## src/rtl/tuple_drainer_if.sv

```systemverilog
// rtl/tuple_drainer_if.sv - anonymizer read port, drain control and tuple output stream bundle
interface tuple_drainer_if #(
    parameter int ADDR_WIDTH      = 8,
    parameter int Q_ID_WIDTH      = 32,
    parameter int Q_ID_MASK_WIDTH = 6,
    parameter int S_ATTR_WIDTH    = 512
);
    // drain control
    logic [ADDR_WIDTH:0]          window_size;
    logic                         all_finished;
    logic                         busy;
    logic                         done;

    // anonymizer read port
    logic [ADDR_WIDTH-1:0]        read_address;
    logic [Q_ID_WIDTH-1:0]        q_id_in;
    logic [Q_ID_MASK_WIDTH-1:0]   q_id_mask_in;
    logic [S_ATTR_WIDTH-1:0]      s_attr_in;

    // tuple output stream
    logic                         out_valid;
    logic                         out_ready;
    logic [Q_ID_WIDTH-1:0]        out_q_id;
    logic [Q_ID_MASK_WIDTH-1:0]   out_q_id_mask;
    logic [S_ATTR_WIDTH-1:0]      out_s_attr;
    logic [ADDR_WIDTH-1:0]        out_index;
    logic                         out_last;

    modport master (
        input  window_size, all_finished, q_id_in, q_id_mask_in, s_attr_in, out_ready,
        output busy, done, read_address, out_valid, out_q_id, out_q_id_mask,
               out_s_attr, out_index, out_last
    );

    modport slave (
        output window_size, all_finished, q_id_in, q_id_mask_in, s_attr_in, out_ready,
        input  busy, done, read_address, out_valid, out_q_id, out_q_id_mask,
               out_s_attr, out_index, out_last
    );
endinterface

```

## src/rtl/tuple_drainer.sv

```systemverilog
// rtl/tuple_drainer.sv - drains anonymized tuples from a read port onto a valid/ready stream
module tuple_drainer #(
    parameter int ADDR_WIDTH      = 8,
    parameter int Q_ID_WIDTH      = 32,
    parameter int Q_ID_MASK_WIDTH = 6,
    parameter int S_ATTR_WIDTH    = 512
) (
    input logic            clk,
    input logic            rst,
    tuple_drainer_if.master bus
);

    typedef enum logic [2:0] {
        S_IDLE    = 3'd0,
        S_ISSUE   = 3'd1,
        S_CAPTURE = 3'd2,
        S_HOLD    = 3'd3,
        S_DONE    = 3'd4
    } state_t;

    localparam logic [ADDR_WIDTH:0]        CNT_ONE = 1;
    localparam logic [Q_ID_MASK_WIDTH-1:0] Q_ID_W  = Q_ID_MASK_WIDTH'(Q_ID_WIDTH);

    state_t                       state;
    state_t                       state_nxt;
    logic                         af_q;
    logic                         armed;
    logic [ADDR_WIDTH:0]          count;
    logic [ADDR_WIDTH-1:0]        index;
    logic [Q_ID_WIDTH-1:0]        q_id_r;
    logic [Q_ID_MASK_WIDTH-1:0]   q_id_mask_r;
    logic [S_ATTR_WIDTH-1:0]      s_attr_r;
    logic [ADDR_WIDTH-1:0]        out_index_r;
    logic [Q_ID_WIDTH-1:0]        keep_bits;
    logic                         start_edge;
    logic                         at_last;

    // armed only once all_finished has been seen low since reset, so a level held through reset never starts a drain
    assign start_edge = bus.all_finished & ~af_q & armed;
    // widened compare so a full 2^ADDR_WIDTH window ends on the top address without wrapping
    assign at_last    = ({1'b0, index} == (count - CNT_ONE));

    // generalization mask: keep the top q_id_mask_in bits, zero the rest
    always_comb begin
        keep_bits = '1;
        if (bus.q_id_mask_in < Q_ID_W) begin
            keep_bits = ~({Q_ID_WIDTH{1'b1}} >> bus.q_id_mask_in);
        end
    end

    // state register
    always_ff @(posedge clk or posedge rst) begin
        if (rst) begin
            state <= S_IDLE;
        end else begin
            state <= state_nxt;
        end
    end

    // next-state decode
    always_comb begin
        state_nxt = state;
        case (state)
            S_IDLE: begin
                if (start_edge) begin
                    state_nxt = (bus.window_size == '0) ? S_DONE : S_ISSUE;
                end
            end
            S_ISSUE:   state_nxt = S_CAPTURE;
            S_CAPTURE: state_nxt = S_HOLD;
            S_HOLD: begin
                if (bus.out_ready) begin
                    state_nxt = at_last ? S_DONE : S_ISSUE;
                end
            end
            S_DONE: begin
                if (!bus.all_finished) begin
                    state_nxt = S_IDLE;
                end
            end
            default:   state_nxt = S_IDLE;
        endcase
    end

    // state-derived outputs
    always_comb begin
        bus.busy      = (state == S_ISSUE) || (state == S_CAPTURE) || (state == S_HOLD);
        bus.done      = (state == S_DONE);
        bus.out_valid = (state == S_HOLD);
        bus.out_last  = (state == S_HOLD) && at_last;
    end

    // edge detect, window latch, index walk and tuple capture
    always_ff @(posedge clk or posedge rst) begin
        if (rst) begin
            af_q        <= 1'b0;
            armed       <= 1'b0;
            count       <= '0;
            index       <= '0;
            q_id_r      <= '0;
            q_id_mask_r <= '0;
            s_attr_r    <= '0;
            out_index_r <= '0;
        end else begin
            af_q <= bus.all_finished;
            if (!bus.all_finished) begin
                armed <= 1'b1;
            end
            if (state == S_IDLE && start_edge) begin
                count <= bus.window_size;
                index <= '0;
            end
            if (state == S_CAPTURE) begin
                q_id_r      <= bus.q_id_in & keep_bits;
                q_id_mask_r <= bus.q_id_mask_in;
                s_attr_r    <= bus.s_attr_in;
                out_index_r <= index;
            end
            if (state == S_HOLD && bus.out_ready && !at_last) begin
                index <= index + 1'b1;
            end
        end
    end

    assign bus.read_address  = index;
    assign bus.out_q_id      = q_id_r;
    assign bus.out_q_id_mask = q_id_mask_r;
    assign bus.out_s_attr    = s_attr_r;
    assign bus.out_index     = out_index_r;

endmodule
```

## src/flat_wrapper.sv

```systemverilog
// flat-port wrapper written by rule: the top's interface ports become plain ports
module tuple_drainer_flat 
#(
    parameter int ADDR_WIDTH      = 8,
    parameter int Q_ID_WIDTH      = 32,
    parameter int Q_ID_MASK_WIDTH = 6,
    parameter int S_ATTR_WIDTH    = 512
)
  (clk, rst, bus_window_size, bus_all_finished, bus_q_id_in, bus_q_id_mask_in, bus_s_attr_in, bus_out_ready, bus_busy, bus_done, bus_read_address, bus_out_valid, bus_out_q_id, bus_out_q_id_mask, bus_out_s_attr, bus_out_index, bus_out_last);
  tuple_drainer_if #(.ADDR_WIDTH(ADDR_WIDTH), .Q_ID_WIDTH(Q_ID_WIDTH), .Q_ID_MASK_WIDTH(Q_ID_MASK_WIDTH), .S_ATTR_WIDTH(S_ATTR_WIDTH)) bus_i ();
  input logic clk;
  input logic rst;
  input wire logic [$bits(bus_i.window_size)-1:0] bus_window_size;
  input wire logic [$bits(bus_i.all_finished)-1:0] bus_all_finished;
  input wire logic [$bits(bus_i.q_id_in)-1:0] bus_q_id_in;
  input wire logic [$bits(bus_i.q_id_mask_in)-1:0] bus_q_id_mask_in;
  input wire logic [$bits(bus_i.s_attr_in)-1:0] bus_s_attr_in;
  input wire logic [$bits(bus_i.out_ready)-1:0] bus_out_ready;
  output wire logic [$bits(bus_i.busy)-1:0] bus_busy;
  output wire logic [$bits(bus_i.done)-1:0] bus_done;
  output wire logic [$bits(bus_i.read_address)-1:0] bus_read_address;
  output wire logic [$bits(bus_i.out_valid)-1:0] bus_out_valid;
  output wire logic [$bits(bus_i.out_q_id)-1:0] bus_out_q_id;
  output wire logic [$bits(bus_i.out_q_id_mask)-1:0] bus_out_q_id_mask;
  output wire logic [$bits(bus_i.out_s_attr)-1:0] bus_out_s_attr;
  output wire logic [$bits(bus_i.out_index)-1:0] bus_out_index;
  output wire logic [$bits(bus_i.out_last)-1:0] bus_out_last;
  assign bus_i.window_size = bus_window_size;
  assign bus_i.all_finished = bus_all_finished;
  assign bus_i.q_id_in = bus_q_id_in;
  assign bus_i.q_id_mask_in = bus_q_id_mask_in;
  assign bus_i.s_attr_in = bus_s_attr_in;
  assign bus_i.out_ready = bus_out_ready;
  assign bus_busy = bus_i.busy;
  assign bus_done = bus_i.done;
  assign bus_read_address = bus_i.read_address;
  assign bus_out_valid = bus_i.out_valid;
  assign bus_out_q_id = bus_i.out_q_id;
  assign bus_out_q_id_mask = bus_i.out_q_id_mask;
  assign bus_out_s_attr = bus_i.out_s_attr;
  assign bus_out_index = bus_i.out_index;
  assign bus_out_last = bus_i.out_last;
  tuple_drainer #(.ADDR_WIDTH(ADDR_WIDTH), .Q_ID_WIDTH(Q_ID_WIDTH), .Q_ID_MASK_WIDTH(Q_ID_MASK_WIDTH), .S_ATTR_WIDTH(S_ATTR_WIDTH)) u_core (.clk(clk), .rst(rst), .bus(bus_i));
endmodule
```

## config.mk

```make
export PLATFORM = sky130hd
export DESIGN_NAME = tuple_drainer_flat
export DESIGN_NICKNAME = d
export VERILOG_FILES = /design/src/rtl/tuple_drainer_if.sv /design/src/rtl/tuple_drainer.sv /design/src/flat_wrapper.sv
export SDC_FILE = /design/constraint.sdc
export NUM_CORES = 1
export LEC_CHECK = 0
export CORE_AREA = 2 2 445 447
export DETAILED_ROUTE_END_ITERATION = 12
export DIE_AREA = 0 0 447 449
export DONT_BUFFER_PORTS = 1
export HOLD_SLACK_MARGIN = 0.03
export SYNTH_ARGS = -nofsm -noshare
export SYNTH_HDL_FRONTEND = slang
export SYNTH_SLANG_ARGS = --single-unit
```

## constraint.sdc

```tcl
create_clock -name clk -period 27.6 [get_ports clk]
set_input_delay 2.76 -clock clk [delete_from_list [all_inputs] [get_ports clk]]
set_output_delay 2.76 -clock clk [all_outputs]
set_load 0.005 [all_outputs]
```

* Yosys cells after proc, flatten, opt, wreduce, memory -nomap -nowiden
Cells that the tools add are included.
** Storage, ports and cells
- Input bits :: 563
- Logic and storage cells :: 46
- Output and inout port bits :: 570
- Register bits after elaboration :: 580
** Cells by class
- Multiplexer cells :: 9
- Magnitude comparators :: 1
- Reductions and logical operators :: 11
- $add $sub $neg :: 2
- Shift operators :: 1
- Equality and inequality tests :: 8
- Bitwise operators :: 5
** Operator list (count)
- 32-bit AND :: 1
- 32-bit 2-to-1 mux :: 1
- 32-bit NOT :: 1
- 32-bit by 6-bit >> shifter with 32-bit output, first input constant :: 1
- 8-bit 2-to-1 mux :: 2
- 3-bit 2-to-1 mux :: 5
- 3-bit one-hot mux with 5 select lines :: 1
- 8-bit by 9-bit == test with 1-bit output :: 1
- 9-bit zero test :: 1
- 9-bit by 1-bit subtractor with 9-bit output, second input constant :: 1
- 8-bit by 1-bit adder with 8-bit output, second input constant :: 1
- 3-bit by 2-bit == test with 1-bit output, second input constant :: 2
- 6-bit < comparator, second input constant :: 1
- 1-bit logical AND :: 4
- 2-bit inequality test, second input constant :: 2
- 3-bit by 1-bit == test with 1-bit output, second input constant :: 1
- 3-bit == test, second input constant :: 1
- 3-bit zero test :: 1
- 3-bit AND reduction :: 1
- 1-bit AND :: 2
- 1-bit logical OR :: 2
- 2-bit by 1-bit inequality test with 1-bit output, second input constant :: 1
- 2-bit nonzero test :: 1
- 1-bit zero test :: 1
- 1-bit NOT :: 1

* Depth between registers and ports, before layout
Gate-level depths: netlist (run 1).
- Depth after elaboration :: 6
- Mapped depth :: 13
- Depth with buffers taken out :: 9

* Worst setup path before layout (run 1)
Ideal clock, no wire load.
- Kind :: register to output
- Start :: register u_core.count[0]
- End :: output bus_out_last
- Path buffers :: 2
- Arrival time :: 1.876 ns
- Data required time :: 24.840 ns
- Stages on the path, launching flop included :: 11
- Slack :: 22.964 ns
- Path through :: dfrtp_1 clkbuf_1 inv_1 ha_1 buf_2 xnor2_1 nand2_1 a31o_2 nor4_2 nand2_1 nor2_1
** Between the ends
- Longest elaborated chain between the ends :: 3
** Ends and longest elaborated chain
- from (decl) :: line tuple_drainer.sv:28 : logic [ADDR_WIDTH:0] count;
- from (signal assigned) :: line tuple_drainer.sv:110 : count <= bus.window_size;
- 9-bit by 1-bit subtractor with 9-bit output :: line tuple_drainer.sv:41 : assign at_last = ({1'b0, index} == (count - CNT_ONE));
- 8-bit by 9-bit == test with 1-bit output :: line tuple_drainer.sv:41
- 1-bit logical AND :: line tuple_drainer.sv:90 : bus.out_last = (state == S_HOLD) && at_last;
- to (decl) :: line flat_wrapper.sv:27 : output wire logic [$bits(bus_i.out_last)-1:0] bus_out_last;
Every way passes these cells.

* Final worst setup path (run 1)
Ends and elaborated chain as after synthesis.

==> results.yml, run 1 <==
run_status:
  outcome: "completed"
drt:
  via_count: 18400
  drt_iter0_markers: 1823
  vias_per_cell: 3.53
  first_pass_iters: 6
  post-route-drc-count: 0
  wl_per_cell_um: 29.4
  drt-total-wl_mm: 153
  postRouteAntennaNets: 0
synth:
  yosys.area_share.simple: 0.292
  synth_top_area_share: 0.650
  yosys.area.top_type: "dfrtp_1"
  synth_top_family_by_area: "simple AND/OR/NAND/NOR gates"
  synth-edff-count: 0
  ys_types: 47
  synth_area_um2: 22300
  synth_compound_area_frac: 0.0204
  synthCells: 2512
  ys_async_sr_fraction: 1.00
  yosys_most_used_dff: "dfrtp_1"
  avgSynthCellArea_um2: 8.88
  synthAdderAreaFrac: 0.00112
  yosysSeqAreaShare: 0.650
  yosys_warnings: 0
  syn_nets: 3077
  synth_top_cells_by_area: "dfrtp_1, nand2_1, clkbuf_1"
  ys_ff_latch: 580
  synth.mux.area_fraction: 0.00499
  synth-xor-area-share: 0.00549
critical_path:
  reg2reg_depth: 8
  rrSetupSlack_ns: 22.58
  cp_data_arrival_time_ns: 3.06
  crit_path_end_kind: "output port"
  path_class: "reg -> out"
  startpoint_type: "flip-flop"
  critPathMaxFanout: 9
  worstPathRequired_ns: 24.84
grt:
  grt_max_degree: 159
  grt_usage: 0.148
  first_global_vias: 17200
  antenna_found_initial: 205
  gr-total-overflow: 0
  grt_pass1_wl_mm: 192
place:
  numPortBuffers: 0
  place.gp.congestion: 0.985
  dpl.hpwl_mm: 130
flow_run:
  drv_cap: 0
final_layout:
  final_util: 0.142
  layout.nets: 3035
  drive_above_1_share: 0.0626
  mostFrequentLayoutCells: "nand2_1, dfrtp_1, clkbuf_16, o21ai_0, nand3_1"
  fillers: 22400
  area_growth_pct: 25.0
  final_common_cell: "nand2_1"
clock_network:
  cts.repair.resized: 0
  cts-root-buf: "clkbuf_16"
  cts_buffer_depth: 3
  hold_buffers: 0
  cts_tree: "done"
  clock_sinks: 580
  clkTransAtPathRegs_ns: 0.06
  clock_latency_ns: 0.67
  cts_made_buffers: 74
  htree_num_levels: 3
  postCtsSetupRepairBufs: 0
pwr:
  leakage_nw: 13.5
  powerDensity_nw_per_um2: 133
  vdd_ir_drop_max_v: 0.0000503
  power_mw: 3.71
die:
  start_util: 0.114
  die_w_um: 447
  die_h_um: 449
  std_cell_rows: 163
  die-area_um2: 201000
  ioPinCount: 1133
  core_area_um2: 196000
sta:
  max-slew-margin-rel: 0.315
  setup-violations-final: 0
  tightest_slew_ns: 1.03
  fin_tns_setup_ns: 0
  max_freq_mhz: 172
  slew_violations: 0
  finalHoldViolations: 0
  rsz0062_at_grt: "false"
  clock_skew_ns: 0.0273
  fin_crit_sh: 0.211
  period_needed_ns: 5.82
hold_path:
  hold_depth: 1
  worstHoldPathType: "reg -> reg"
[path summary, 6_finish.rpt]
kind / from / endpoint
worst min register to register: u_core.armed / u_core.armed
min in group asynchronous: rst / u_core.bus.out_s_attr[314]
worst max-delay path: u_core.count[0] / bus_out_last
worst min-delay path: u_core.armed / u_core.armed
max in group asynchronous: rst / u_core.bus.out_s_attr[372]
worst max register to register: u_core.state[2] / u_core.bus.out_s_attr[414]
[where the power goes]
| group | internal (mW) | switching (mW) |
|---|---|---|
| logic | 0.260 | 0.567 |
| registers | 1.26 | 0.603 |
| clock network | 0.605 | 0.419 |
| total | 2.12 | 1.59 |
[per-stage QoR]
stage | hold WS [ns] | cell area (um^2) | setup WS, ns | std cells
floorplan | 0.426 | 22300 | 8.61 | 2512
detailed placement | 0.450 | 25300 | 22.32 | 5034
global placement | 0.443 | 25300 | 22.42 | 5034
CTS | 0.465 | 27700 | 21.68 | 5163
global route | 0.484 | 27800 | 21.46 | 5175
finish | 0.463 | 27900 | 21.78 | 5222
[registers in the layout, indices dropped and copies added, names as in the netlist, 3 cells and up]
register / count
u_core.count: 9
u_core.bus.out_index: 8
u_core.bus.out_s_attr: 512
u_core.state: 3
u_core.bus.out_q_id: 32
u_core.bus.out_q_id_mask: 6
u_core.bus.read_address: 8
[cells in the mapped netlist, types with 4 or more instances]
| cell | number |
|---|---|
| nand3_1 | 21 |
| inv_1 | 6 |
| nor2_1 | 19 |
| o21ai_0 | 23 |
| nand2b_1 | 6 |
| dfrtp_1 | 580 |
| nor3_1 | 6 |
| a21oi_1 | 5 |
| clkbuf_1 | 111 |
| a22o_1 | 4 |
| nand2_1 | 1625 |
| xor2_1 | 5 |
| nor2b_1 | 4 |
| o311ai_0 | 6 |
| buf_2 | 21 |
| mux2_2 | 9 |
| xnor2_1 | 9 |
| a32o_1 | 7 |
[final cells by class]
class | instances | area (um^2) | share of cell area
tap | 2640 | 3300 | 0.118
multi-input combinational | 1790 | 7250 | 0.260
clock inverter | 32 | 410 | 0.0147
sequential | 580 | 14500 | 0.520
antenna | 59 | 148 | 0.00529
inverter | 6 | 30.0 | 0.00108
clock buffer | 97 | 2070 | 0.0742
timing repair buffer | 18 | 173 | 0.00619
[cell families after synthesis]
family / count (synthesis)
AO/OA/AOI/OAI: 64
AND/OR/NAND/NOR: 1700
multiplexers: 10
adder cells (fa/ha/maj): 2
flip-flops: 580
buffers and inverters: 142
XOR/XNOR: 14
[routing by layer]
metal / GRT usage / up-vias / wire length [um]
met3: 0.105 / 502 / 22500
met2: 0.248 / 1234 / 74200
met1: 0.137 / 8847 / 48100
met5: 0 / - / 1100
li1: - / 7708 / -
met4: 0.0633 / 158 / 7440
[critical path: stages (launching register included)]
cell	delay (ns)
dfrtp_1	0.46
inv_1	0.09
ha_1	0.36
and3b_1	0.20
o21ai_0	0.08
a31o_2	0.23
nor4_2	0.44
nand2_1	0.17
nor2_1	0.35
Note: power is estimated with default switching activity, not from simulation.
==> run 2, diff against run 1 <==
--- a/config.mk
+++ b/config.mk
@@ -5,9 +5,9 @@
 export SDC_FILE = /design/constraint.sdc
 export NUM_CORES = 1
 export LEC_CHECK = 0
-export CORE_AREA = 2 2 445 447
+export CORE_AREA = 2 2 443 445
 export DETAILED_ROUTE_END_ITERATION = 12
-export DIE_AREA = 0 0 447 449
+export DIE_AREA = 0 0 445 447
 export DONT_BUFFER_PORTS = 1
 export HOLD_SLACK_MARGIN = 0.03
 export SYNTH_ARGS = -nofsm -noshare
==> constraint.sdc (replaced) <==
create_clock -name clk -period 4.7 [get_ports clk]
set_input_delay 0.47 -clock clk [delete_from_list [all_inputs] [get_ports clk]]
set_output_delay 0.47 -clock clk [all_outputs]
set_load 0.005 [all_outputs]
==> run 2 against run 1 <==
Against the previous run:
- via count grew 13%
- global-route usage up 0.23 points
- sequential power increased to 5.9 times the previous value
- final cell count rose by 9.5%
- clock power grew to 6.3 times the previous value
- critical path type unchanged
==> results.yml, run 2 (synthesized netlist as in run 1, its figures left out) <==
drt:
  post-route-drc-count: 0
  wl_met3_mm: 15.3
  postRouteAntennaNets: 0
  vias_per_cell: 3.65
  drt-total-wl_mm: 156
  drt_iter0_markers: 2317
  via_count: 20800
  wl_met2_mm: 72.0
  first_pass_iters: 6
  top_layer: "met5"
  wl_per_cell_um: 27.3
  wl_met1_mm: 58.7
critical_path:
  cp_data_arrival_time_ns: 3.01
  reg2reg_depth: 6
  critPathMaxFanout: 9
  startpoint_type: "flip-flop"
  crit_path_end_kind: "output port"
  rrSetupSlack_ns: 1.82
  worstReg2RegEnd: "u_core.bus.out_q_id[14]"
  crit-reg2reg-launch: "u_core.state[2]"
  worstPathRequired_ns: 4.23
  path_class: "reg -> out"
final_layout:
  mostFrequentLayoutCells: "nand2_1, dfrtp_1, dlygate4sd3_1, clkbuf_16, o21ai_0"
  layout.nets: 3610
  final_util: 0.174
  largest_register_ff_count: 512
  drive_above_1_share: 0.0573
  area_growth_pct: 51.7
  stdcell_area_um2: 33800
  final_common_cell: "nand2_1"
clock_network:
  cts_made_buffers: 79
  htree_num_levels: 3
  cts_buffer_depth: 3
  cts.repair.resized: 0
  cts-root-buf: "clkbuf_16"
  cts_tree: "done"
  clkTransAtPathRegs_ns: 0.06
  clock_sinks: 580
  clock_latency_ns: 0.70
pwr:
  leakage_nw: 16.1
  vdd_ir_drop_max_v: 0.000412
  powerDensity_nw_per_um2: 678
sta:
  setup-violations-final: 0
  finalHoldViolations: 0
  max-slew-margin-rel: 0.226
  tightest_slew_ns: 1.16
  fin_crit_sh: 0.741
  clock_skew_ns: 0.0236
  rsz0062_at_grt: "false"
  setup_ws_ns: 1.22
  max_freq_mhz: 287
  period_needed_ns: 3.48
  slew_violations: 0
place:
  place_area_um2: 25300
  dpl_worst_slack_ns: 1.97
  place.gp.congestion: 0.968
  dpl.hpwl_mm: 127
  numPortBuffers: 0
hold_path:
  worstHoldPathType: "in -> reg"
  hold_depth: 3
  hold_end: "u_core.bus.out_q_id[25]"
  min_from: "bus_q_id_mask_in[4]"
grt:
  gr-total-overflow: 0
  first_global_vias: 20100
  antenna_found_initial: 186
  grt_max_degree: 182
  grt_pass1_wl_mm: 199
  grt_usage: 0.150
die:
  std_cell_rows: 162
  start_util: 0.115
  die_h_um: 447
  core_area_um2: 194000
  ioPinCount: 1133
  die-area_um2: 199000
  die_w_um: 445
run_status:
  outcome: "completed"
flow_run:
  drv_cap: 0
## run 2: worst max-delay path by stage
| stage | start | endpoint | slack [ns] | cells after the start |
|---|---|---|---|---|
| floorplan | rst | u_core.af_q | -3.67 | 1 |
| global placement | u_core.count[0] | bus_out_last | 1.93 | 8 |
| detailed placement | u_core.count[0] | bus_out_last | 1.97 | 8 |
| CTS | u_core.count[0] | bus_out_last | 1.14 | 8 |
| global route | u_core.count[0] | bus_out_last | 0.94 | 8 |
| finish | u_core.count[0] | bus_out_last | 1.22 | 8 |
## run 2: per-stage QoR
step	hold slack [ns]	total power, mW	setup TNS, ns	std cells
floorplan	0.426	12.7	-2130.62	2512
global placement	0.444	16.1	0	4942
detailed placement	0.447	16.3	0	4942
CTS	0.0300	23.4	0	5649
global route	0.0914	24.3	0	5688
finish	0.120	22.9	0	5718
## run 2: area by class of cell
| type | count | area, um^2 |
|---|---|---|
| Antenna cell | 69 | 173 |
| Clock buffer | 103 | 2220 |
| Clock inverter | 40 | 509 |
| Fill cell | 21500 | 160000 |
| Inverter | 6 | 26.3 |
| Multi-Input combinational cell | 1790 | 7250 |
| Sequential cell | 580 | 14500 |
| Tap cell | 2542 | 3180 |
| Timing Repair Buffer | 588 | 5980 |
## run 2: power breakdown
part / switching, mW / internal, mW / total [mW]
logic: 3.64 / 1.92 / 5.56
clock network: 2.63 / 3.80 / 6.44
registers: 3.56 / 7.38 / 10.9
## run 2: per-layer routing
metal	track usage	up-vias
li1	-	8895
met4	0.0790	138
met1	0.173	10100
met5	0	-
met2	0.239	1233
met3	0.0605	443
## run 2: timing repair
| item | in CTS | in global routing |
|---|---|---|
| buffers inserted | 0 | 0 |
| endpoints found under the hold margin | 578 | 0 |
| hold buffers | 564 | 0 |
## run 2: worst max-delay path: stages, from the launching register on
cell,delay [ns]
dfrtp_1,0.46
inv_1,0.09
ha_1,0.34
and3b_1,0.20
o21ai_0,0.09
a31o_2,0.23
nor4_2,0.37
nand2_1,0.19
nor2_1,0.33
